==> src/rtl/sfr_pkg.sv <==
// sfr_pkg: shared state type, register map and status bit positions for the scroll frame reader
package sfr_pkg;
  typedef enum logic [1:0] {IDLE, WAIT_SPACE, REQ, DATA} sfr_state_t;
  localparam logic [2:0] REG_BG_W   = 3'd0;
  localparam logic [2:0] REG_BG_H   = 3'd1;
  localparam logic [2:0] REG_OFF_X  = 3'd2;
  localparam logic [2:0] REG_OFF_Y  = 3'd3;
  localparam logic [2:0] REG_CTRL   = 3'd4;
  localparam logic [2:0] REG_STATUS = 3'd5;
  localparam int ST_BUSY    = 0;
  localparam int ST_CFG_ERR = 1;
  localparam int ST_FC_LSB  = 16;
endpackage

==> src/rtl/sfr_regs.sv <==
// sfr_regs: control/status slave holding background size, scroll offsets and enable
module sfr_regs
  import sfr_pkg::*;
(
  input  logic        clk,
  input  logic        reset_n,
  input  logic        avs_write,
  input  logic        avs_read,
  input  logic [2:0]  avs_address,
  input  logic [31:0] avs_writedata,
  output logic [31:0] avs_readdata,
  input  logic        busy,
  input  logic        cfg_err,
  input  logic [15:0] frame_count,
  output logic [15:0] bg_w,
  output logic [15:0] bg_h,
  output logic [15:0] off_x,
  output logic [15:0] off_y,
  output logic        enable
);
  logic [31:0] status;
  logic unused_wdata;
  assign unused_wdata = ^avs_writedata[31:16];
  always_comb begin
    status = '0;
    status[ST_BUSY] = busy;
    status[ST_CFG_ERR] = cfg_err;
    status[ST_FC_LSB +: 16] = frame_count;
  end
  assign avs_readdata = !avs_read                 ? 32'd0 :
                        avs_address == REG_BG_W   ? {16'd0, bg_w} :
                        avs_address == REG_BG_H   ? {16'd0, bg_h} :
                        avs_address == REG_OFF_X  ? {16'd0, off_x} :
                        avs_address == REG_OFF_Y  ? {16'd0, off_y} :
                        avs_address == REG_CTRL   ? {31'd0, enable} :
                        avs_address == REG_STATUS ? status : 32'd0;
  always_ff @(posedge clk) begin
    if (!reset_n) begin
      bg_w   <= '0;
      bg_h   <= '0;
      off_x  <= '0;
      off_y  <= '0;
      enable <= 1'b0;
    end else if (avs_write) begin
      if (avs_address == REG_BG_W) bg_w <= avs_writedata[15:0];
      if (avs_address == REG_BG_H) bg_h <= avs_writedata[15:0];
      if (avs_address == REG_OFF_X) off_x <= avs_writedata[15:0];
      if (avs_address == REG_OFF_Y) off_y <= avs_writedata[15:0];
      if (avs_address == REG_CTRL) enable <= avs_writedata[0];
    end
  end
endmodule

==> src/rtl/scroll_frame_reader.sv <==
// scroll_frame_reader: burst-reads a scrolled IMG_W x IMG_H window of a larger background into a pixel FIFO
module scroll_frame_reader
  import sfr_pkg::*;
#(
  parameter int          IMG_W       = 640,
  parameter int          IMG_H       = 480,
  parameter int          BURST_LEN   = 8,
  parameter int          FIFO_DEPTH  = 512,
  parameter logic [31:0] BASE_ADDR   = 32'd0,
  parameter int          INIT_CYCLES = 33550
)(
  input  logic                          clk,
  input  logic                          reset_n,
  input  logic                          avm_waitrequest,
  input  logic                          avm_readdatavalid,
  input  logic [31:0]                   avm_readdata,
  output logic                          avm_read,
  output logic [29:0]                   avm_address,
  output logic [4:0]                    avm_burstcount,
  output logic [3:0]                    avm_byteenable,
  input  logic                          avs_write,
  input  logic                          avs_read,
  input  logic [2:0]                    avs_address,
  input  logic [31:0]                   avs_writedata,
  output logic [31:0]                   avs_readdata,
  input  logic [$clog2(FIFO_DEPTH):0]   fifo_used,
  output logic                          fifo_wr_en,
  output logic [31:0]                   fifo_wr_data,
  input  logic                          pll_locked,
  output logic                          frame_start
);
  sfr_state_t state, state_n;
  logic [15:0] bg_w, bg_h, off_x, off_y, x, y, frame_count, offx_s, offy_s, ox, oy, lim_x, lim_y;
  logic enable, busy, cfg_ok, cfg_err, init_done, space_ok, first, accept, last, unused_addr;
  logic [31:0] init_cnt, addr_n;
  logic [29:0] addr_q;
  logic [4:0] beat;
  sfr_regs u_regs (
    .clk(clk), .reset_n(reset_n), .avs_write(avs_write), .avs_read(avs_read),
    .avs_address(avs_address), .avs_writedata(avs_writedata), .avs_readdata(avs_readdata),
    .busy(busy), .cfg_err(cfg_err), .frame_count(frame_count),
    .bg_w(bg_w), .bg_h(bg_h), .off_x(off_x), .off_y(off_y), .enable(enable)
  );
  assign init_done = init_cnt == 32'(INIT_CYCLES);
  assign cfg_ok = bg_w >= 16'(IMG_W) && bg_h >= 16'(IMG_H);
  assign cfg_err = enable && !cfg_ok;
  assign busy = state != IDLE;
  assign space_ok = 32'(fifo_used) + 32'(BURST_LEN) <= 32'(FIFO_DEPTH);
  assign first = x == 16'd0 && y == 16'd0;
  assign lim_x = bg_w - 16'(IMG_W);
  assign lim_y = bg_h - 16'(IMG_H);
  assign ox = !first ? offx_s : off_x < lim_x ? off_x : lim_x;
  assign oy = !first ? offy_s : off_y < lim_y ? off_y : lim_y;
  assign addr_n = BASE_ADDR + (((32'(oy) + 32'(y)) * 32'(bg_w) + 32'(ox) + 32'(x)) << 2);
  assign unused_addr = ^addr_n[31:30];
  assign accept = state == REQ && !avm_waitrequest;
  assign fifo_wr_en = state == DATA && avm_readdatavalid;
  assign fifo_wr_data = avm_readdata;
  assign last = fifo_wr_en && beat == 5'(BURST_LEN - 1);
  assign avm_read = state == REQ;
  assign avm_address = addr_q;
  assign avm_burstcount = 5'(BURST_LEN);
  assign avm_byteenable = 4'hF;
  assign frame_start = accept && first;
  always_comb begin
    state_n = state;
    case (state)
      IDLE:       state_n = init_done && enable && cfg_ok ? WAIT_SPACE : IDLE;
      WAIT_SPACE: state_n = !enable ? IDLE : space_ok ? REQ : WAIT_SPACE;
      REQ:        state_n = accept ? DATA : REQ;
      DATA:       state_n = !last ? DATA : enable ? WAIT_SPACE : IDLE;
      default:    state_n = IDLE;
    endcase
  end
  always_ff @(posedge clk) begin
    if (!reset_n) begin
      state       <= IDLE;
      x           <= '0;
      y           <= '0;
      frame_count <= '0;
      init_cnt    <= '0;
      offx_s      <= '0;
      offy_s      <= '0;
      addr_q      <= '0;
      beat        <= '0;
    end else begin
      state <= state_n;
      if (pll_locked && !init_done) init_cnt <= init_cnt + 32'd1;
      if (state == WAIT_SPACE && state_n == REQ) begin
        addr_q <= addr_n[29:0];
        offx_s <= ox;
        offy_s <= oy;
      end
      if (accept) beat <= '0;
      else if (fifo_wr_en) beat <= beat + 5'd1;
      if (state != IDLE && state_n == IDLE) begin
        x <= '0;
        y <= '0;
      end else if (last) begin
        if (x == 16'(IMG_W - BURST_LEN)) begin
          x <= '0;
          y <= y == 16'(IMG_H - 1) ? 16'd0 : y + 16'd1;
          if (y == 16'(IMG_H - 1)) frame_count <= frame_count + 16'd1;
        end else begin
          x <= x + 16'(BURST_LEN);
        end
      end
    end
  end
endmodule

==> config.mk <==
export PLATFORM = sky130hd
export DESIGN_NAME = scroll_frame_reader
export DESIGN_NICKNAME = d
export VERILOG_FILES = /design/src/rtl/sfr_pkg.sv /design/src/rtl/sfr_regs.sv /design/src/rtl/scroll_frame_reader.sv
export SDC_FILE = /design/constraint.sdc
export NUM_CORES = 1
export LEC_CHECK = 0
export ABC_AREA = 1
export CAP_MARGIN = 10
export CORE_UTILIZATION = 55
export DETAILED_ROUTE_END_ITERATION = 16
export GPL_ROUTABILITY_DRIVEN = 0
export MAX_ROUTING_LAYER = met4
export PLACE_DENSITY = 0.79
export SLEW_MARGIN = 20
export SYNTH_ARGS = -nofsm -noshare
export SYNTH_HDL_FRONTEND = slang
export SYNTH_HIERARCHICAL = 1
export SYNTH_SLANG_ARGS = --single-unit
==> constraint.sdc <==
create_clock -name clk -period 9.69 [get_ports clk]
set_clock_uncertainty 0.15 [all_clocks]
set_input_delay 2.907 -clock clk [delete_from_list [all_inputs] [get_ports clk]]
set_output_delay 2.907 -clock clk [all_outputs]
set_load 0.005 [all_outputs]
Yosys cells after proc, flatten, opt, wreduce, memory -nomap -nowiden
Cells that the tools add are included.
{"block": "op_classes", "n_lt_le_gt_ge": 5, "n_reduce_logical": 30, "mux": 20, "n_eq_ne": 13, "n_mul": 1, "addsub": 11, "n_bitwise": 2}
{"op": "2-to-1 mux 32 bit", "n": 7}
{"op": "2-to-1 mux 16 bit", "n": 6}
{"op": "adder 28 x 16 -> 28 bit", "n": 2}
{"op": "adder 16 x 1 -> 16 bit (second input constant)", "n": 2}
{"op": "adder 32 x 1 -> 32 bit (second input constant)", "n": 1}
{"op": "== test 32 x 16 -> 1 bit (second input constant)", "n": 1}
{"op": "logical NOT 16 bit", "n": 2}
{"op": "less-than comparator 16 bit", "n": 2}
{"op": "multiplier 17 x 16 -> 28 bit", "n": 1}
{"op": "adder 16 x 16 -> 17 bit", "n": 1}
{"op": "adder 16 x 4 -> 16 bit (second input constant)", "n": 1}
{"op": "== test 16 x 10 -> 1 bit (second input constant)", "n": 1}
{"op": "== test 16 x 9 -> 1 bit (second input constant)", "n": 1}
{"op": "greater-or-equal comparator 16 x 10 -> 1 bit (second input constant)", "n": 1}
{"op": "greater-or-equal comparator 16 x 9 -> 1 bit (second input constant)", "n": 1}
{"op": "subtractor 16 x 10 -> 16 bit (second input constant)", "n": 1}
{"op": "subtractor 16 x 9 -> 16 bit (second input constant)", "n": 1}
{"op": "logical AND 1 bit", "n": 12}
{"op": "AND reduction 2 bit", "n": 6}
{"op": "adder 10 x 4 -> 11 bit (second input constant)", "n": 1}
{"op": "less-or-equal comparator 11 x 10 -> 1 bit (second input constant)", "n": 1}
{"op": "case mux 2 bit (4 select lines)", "n": 1}
{"op": "== test 2 bit (second input constant)", "n": 3}
{"op": "== test 3 x 2 -> 1 bit (second input constant)", "n": 2}
{"op": "other kinds (14)", "n": 24}
{"block": "totals", "elab_cells": 96, "reg_bits": 212, "output_inout_bits": 106, "inputBits": 84}

Depth between registers and ports, before layout
{"block": "depth", "depth_word": 11, "mapped_depth": 58, "mapped_depth_nobuf": 57}

Hierarchy
The synthesis kept the hierarchy.
{"mod": "scroll_frame_reader", "area_each_um2": 19227.2, "seq_area_each_um2": 2882.8, "cells_per_inst": 2717, "n_inst": 1}
{"mod": "sfr_regs", "area_each_um2": 3188.1, "seq_area_each_um2": 1301.2, "cells_per_inst": 481, "n_inst": 1}

Least setup slack after synthesis
OpenSTA, ideal clock, no wires.
{"block": "synth_path", "path_kind": "register to register", "startpoint": "reg u_regs.bg_h[5]", "endpoint": "reg addr_q[24], in the netlist avm_address[24]", "required_ns": 9.412, "setup_time_ns": 0.128, "path_slack_ns": 0.149, "n_path_buf": 1, "period_less_slack_ns": 9.541, "arrival_time_ns": 9.263, "stages_incl_launch_ff": 47, "path_cell_list": "dfxtp_1 -> ha_1 -> nand2_1 -> nor2_1 -> inv_1 -> o311ai_0 -> xor2_1 -> ha_1 -> a21oi_1 -> o21ai_0 -> a21oi_1 -> clkbuf_1 -> nand2_1 -> nand2_1 -> nand2_1 -> o21bai_1 -> inv_1 -> ha_1 -> (+11 left out) -> fa_1 -> fa_1 -> inv_1 -> fa_1 -> inv_1 -> fa_1 -> inv_1 -> ha_1 -> nand2_1 -> nor2_1 -> nand4_1 -> o211ai_1 -> a21oi_1 -> o21ai_0 -> nand2_1 -> nand2_1 -> xor2_1 -> a21oi_1"}
{"block": "synth_between", "elab_chain_cells": 8, "word_cells_on_any_way": 15, "classes_between": "add/sub (4); mul (1); order compare (2); eq/ne (1); mux (4); reduce/logical (3)"}
{"element": "start, declared", "line": "sfr_regs.sv:16", "text": "output logic [15:0] bg_h,"}
{"element": "start signal, assigned", "line": "sfr_regs.sv:46", "text": "if (avs_address == REG_BG_H) bg_h <= avs_writedata[15:0];"}
{"element": "subtractor 16 x 9 -> 16 bit", "line": "scroll_frame_reader.sv:51", "text": "assign lim_y = bg_h - 16'(IMG_H);"}
{"element": "less-than comparator 16 bit", "line": "scroll_frame_reader.sv:53", "text": "assign oy = !first ? offy_s : off_y < lim_y ? off_y : lim_y;"}
{"element": "2-to-1 mux 16 bit (2 in a row)", "line": "scroll_frame_reader.sv:53"}
{"element": "net oy[0]", "line": "scroll_frame_reader.sv:33", "text": "logic [15:0] bg_w, bg_h, off_x, off_y, x, y, frame_count, offx_s, offy_s, ox, oy, lim_x, lim_y;"}
{"element": "adder 16 x 16 -> 17 bit", "line": "scroll_frame_reader.sv:54", "text": "assign addr_n = BASE_ADDR + (((32'(oy) + 32'(y)) * 32'(bg_w) + 32'(ox) + 32'(x)) << 2);"}
{"element": "multiplier 17 x 16 -> 28 bit", "line": "scroll_frame_reader.sv:54"}
{"element": "adder 28 x 16 -> 28 bit (2 in a row)", "line": "scroll_frame_reader.sv:54"}
{"element": "end signal, assigned", "line": "scroll_frame_reader.sv:90", "text": "addr_q <= addr_n[29:0];"}
{"element": "end, declared", "line": "scroll_frame_reader.sv:36", "text": "logic [29:0] addr_q;"}
The timed path passes the listed nets, and every way through them passes these cells.
A chain may end at the register's enable or synchronous reset.

Worst setup path after layout
{"block": "layout_path", "startpoint": "reg u_regs.bg_h[6]", "endpoint": "reg addr_q[29], in the netlist avm_address[29]"}
{"block": "layout_between", "elab_chain_cells": 8, "word_cells_on_any_way": 15, "classes_between": "add/sub (4); mul (1); order compare (2); eq/ne (1); mux (4); reduce/logical (3)"}
{"element": "subtractor 16 x 9 -> 16 bit (*)", "line": "scroll_frame_reader.sv:51"}
{"element": "less-than comparator 16 bit", "line": "scroll_frame_reader.sv:53"}
{"element": "2-to-1 mux 16 bit (*) (2 in a row)", "line": "scroll_frame_reader.sv:53"}
{"element": "net oy[10]", "line": "scroll_frame_reader.sv:33"}
{"element": "adder 16 x 16 -> 17 bit (*)", "line": "scroll_frame_reader.sv:54"}
{"element": "multiplier 17 x 16 -> 28 bit (*)", "line": "scroll_frame_reader.sv:54"}
{"element": "adder 28 x 16 -> 28 bit (*) (2 in a row)", "line": "scroll_frame_reader.sv:54"}
The timed path passes the listed nets; every way through them passes the cells marked *.

==> impl_metrics.json <==
{
  "regArea_um2": 4187,
  "num-fill-cells": 3404,
  "largest_reg_flops": 32,
  "rows": 73,
  "grt_overflow": 0,
  "p_per_area_nw_per_um2": 84.25,
  "syn_inst": 3198,
  "critPathKind": "reg2reg",
  "dp_hpwl_um": 49570,
  "hold_path_class": "reg2reg",
  "cp_num_cells": 53,
  "crit_start": "u_regs/bg_h[6]",
  "setup_viol": 0,
  "yosysTopAreaCell": "fa_1",
  "synth-edff-count": 0,
  "grt_pass1_vias": 20830,
  "crit_buf_inv": 14,
  "drive_gt1_share_pct": 9.253,
  "synth.distinct_cells": 58,
  "worstReg2RegEnd": "avm_address[29]",
  "hold_violations": 0,
  "start_util_pct": 56.03,
  "cts_tree": "yes",
  "cts.htree.levels": 1,
  "finalCriticalPeriod_ns": 9.468,
  "die_h_um": 203.9,
  "globalRouteTotalUtil_pct": 31.49,
  "rr_startpoint": "u_regs/bg_h[6]",
  "insertion_delay_ns": 0.56,
  "cp-endpoint": "avm_address[29]",
  "ios": 190,
  "drt_iter0_drc": 2020,
  "fmax_ghz": 0.1056,
  "synthArstFlopShare_pct": 0,
  "worst_path_largest_cell_delay_ns": 0.58,
  "r2r_slack_ns": 0.22,
  "grt_pass1_wl_um": 102500,
  "arrival_ns": 9.76,
  "synth_most_common_cell": "nand2_1",
  "antenna_found_initial": 0,
  "drv_cap": 0,
  "clockRootBuffer": "clkbuf_16",
  "cpLargestDelayFamily": "adder cells",
  "ys_ff_latch": 209,
  "netlist_area_um2": 22420,
  "multi_input_area_um2": 15570,
  "cts.clk_slew.worst_paths_ns": 0.06,
  "cp-start-kind": "register",
  "post-route-period-util_pct": 97.71,
  "ir_worst_vdd_mv": 0.1221,
  "largest_register": "init_cnt",
  "total_power_mw": 2.165,
  "cp-end-kind": "register",
  "finalWirelength_um": 64720,
  "relSlewSlack_pct": 22.35,
  "vias": 21590,
  "dieWidth_um": 203.9,
  "dp_slack_ns": 0.009914,
  "wl_per_cell_um": 16.84,
  "yosysTopAreaCellShare_pct": 20.54,
  "crit_top_cell": "nand2_1",
  "numCtsBuffers": 25,
  "dieArea_um2": 41570,
  "p_leak_nw": 11.87,
  "grt_max_degree": 72,
  "cts_sinks": 209,
  "synth_area_leaders": "fa_1 (21%), dfxtp_1 (19%), nand2_1 (11%)",
  "synth_ff_type": "dfxtp_1",
  "worst_pin_slew_ns": 1.164,
  "route.detailed.drc": 0,
  "placed_area_um2": 24070,
  "io_buffer_count": 98,
  "ant_nets": 0,
  "diodes": 0,
  "path_max_fanout": 7,
  "layout_setup_ws_ns": 0.2223,
  "status": "complete, no violations",
  "avgSynthCellArea_um2": 7.009,
  "crit_required_ns": 9.98,
  "postLayoutCellArea_um2": 25700,
  "yosys-top-cells-count": "nand2_1 (661), inv_1 (624), nor2_1 (295)",
  "cp_slowest_cell": "fa_2",
  "via_per_inst": 5.617,
  "design.core.area_um2": 40010,
  "clock_path_buffers": 3,
  "rr_worst_depth": 53,
  "syn2layout_area_growth_pct": 14.64,
  "ys_seq_area_share_pct": 18.67,
  "drv_slew": 0,
  "yosys_warnings": 6,
  "fin_nets": 3753,
  "drt-pass1-iter-count": 6
}
==> timing repair <==
item,CTS,global route
resized for setup,0,119
endpoints found under the hold margin,0,0
buffers inserted,0,21
hold buffers,0,0
setup endpoints to repair,0,15
==> report_power, final <==
part	leakage (nW)	internal (mW)	switching (mW)	total, mW
registers	1.69	0.868	0.0140	0.882
logic	9.74	0.0947	0.166	0.260
clock network	0.437	0.622	0.401	1.02
total	11.9	1.58	0.580	2.17
==> worst min path at each step <==
stage                     from               to  slack [ns]  depth (start not counted)
2_1_floorplan  u_regs/bg_w[15]  u_regs/bg_w[15]        0.28                          2
3_3_place_gp    avm_address[5]   avm_address[5]        0.30                          2
3_5_place_dp    avm_address[2]   avm_address[2]        0.31                          2
4_1_cts         avm_address[2]   avm_address[2]        0.32                          2
5_1_grt         avm_address[2]   avm_address[2]        0.34                          2
6_report        avm_address[2]   avm_address[2]        0.31                          2
==> worst register-to-register path: cells and delay by family, from the launching register on <==
family          cells  cell delay (ns)
fa+ha+maj          10             4.14
simple gates       21             2.03
buf+inv            14             1.23
compound gates      7             1.23
flops               1             0.35
xor+xnor            1             0.25
==> metrics by stage <==
stage	std cells	TNS, ns	hold slack, ns	util, %
floorplan	3207	0	0.2803	-
global placement	3775	0	0.3041	60.17
detailed placement	3775	0	0.3074	60.17
CTS	3820	0	0.3169	62.39
global route	3843	-0.7407	0.3403	64.23
finish	3843	0	0.3149	64.23
==> layout by cell type, fill, tap and decap left out, types with 10 or more instances in the layout <==
cell | netlist | layout
nand2_2 | 4 | 13
nor3_1 | 58 | 56
nand3_1 | 157 | 151
xnor2_1 | 16 | 15
clkdlybuf4s50_1 | 0 | 97
conb_1 | 2 | 11
nor2_1 | 295 | 283
o21ai_1 | 5 | 12
nand3b_1 | 16 | 16
nand4_1 | 44 | 44
a21oi_2 | 0 | 13
ha_4 | 0 | 17
xor2_1 | 59 | 56
clkbuf_16 | 0 | 27
nor2_2 | 5 | 15
fa_1 | 230 | 226
ha_1 | 139 | 120
inv_2 | 10 | 24
buf_4 | 47 | 113
inv_1 | 624 | 612
o22ai_2 | 0 | 10
dfxtp_1 | 209 | 207
nor4_1 | 27 | 26
nand2_1 | 661 | 651
a21oi_1 | 236 | 223
o211ai_1 | 13 | 13
o21ai_0 | 140 | 130
==> routing by layer <==
| metal | part of all wire [%] | vias up | track usage (%) | wire (µm) |
|---|---|---|---|---|
| met2 | 46 | 1150 | 51.36 | 30040 |
| met1 | 39 | 10050 | 38.64 | 25540 |
| met5 | 0 | - | - | 0 |
| li1 | - | 10120 | - | - |
| met4 | 5.3 | 0 | 14.10 | 3454 |
| met3 | 8.8 | 263 | 4.656 | 5688 |
==> area by class of cell <==
class | instances | area share (%)
Timing Repair Buffer | 219 | 7.693
Clock inverter | 8 | 0.4966
Tap cell | 525 | 2.556
Sequential cell | 209 | 16.29
Multi-Input combinational cell | 2203 | 60.60
Clock buffer | 37 | 2.960
Inverter | 642 | 9.397
==> cells by family after synthesis <==
kind of cell,Yosys count,share of synthesized area [%]
compound gates,445,10.58
other cells,2,0.03350
flops,209,18.67
buf+inv,795,14.41
simple gates,1303,25.08
xor+xnor,75,2.931
fa+ha+maj,369,28.30
Power figures use the tool's default switching activity.
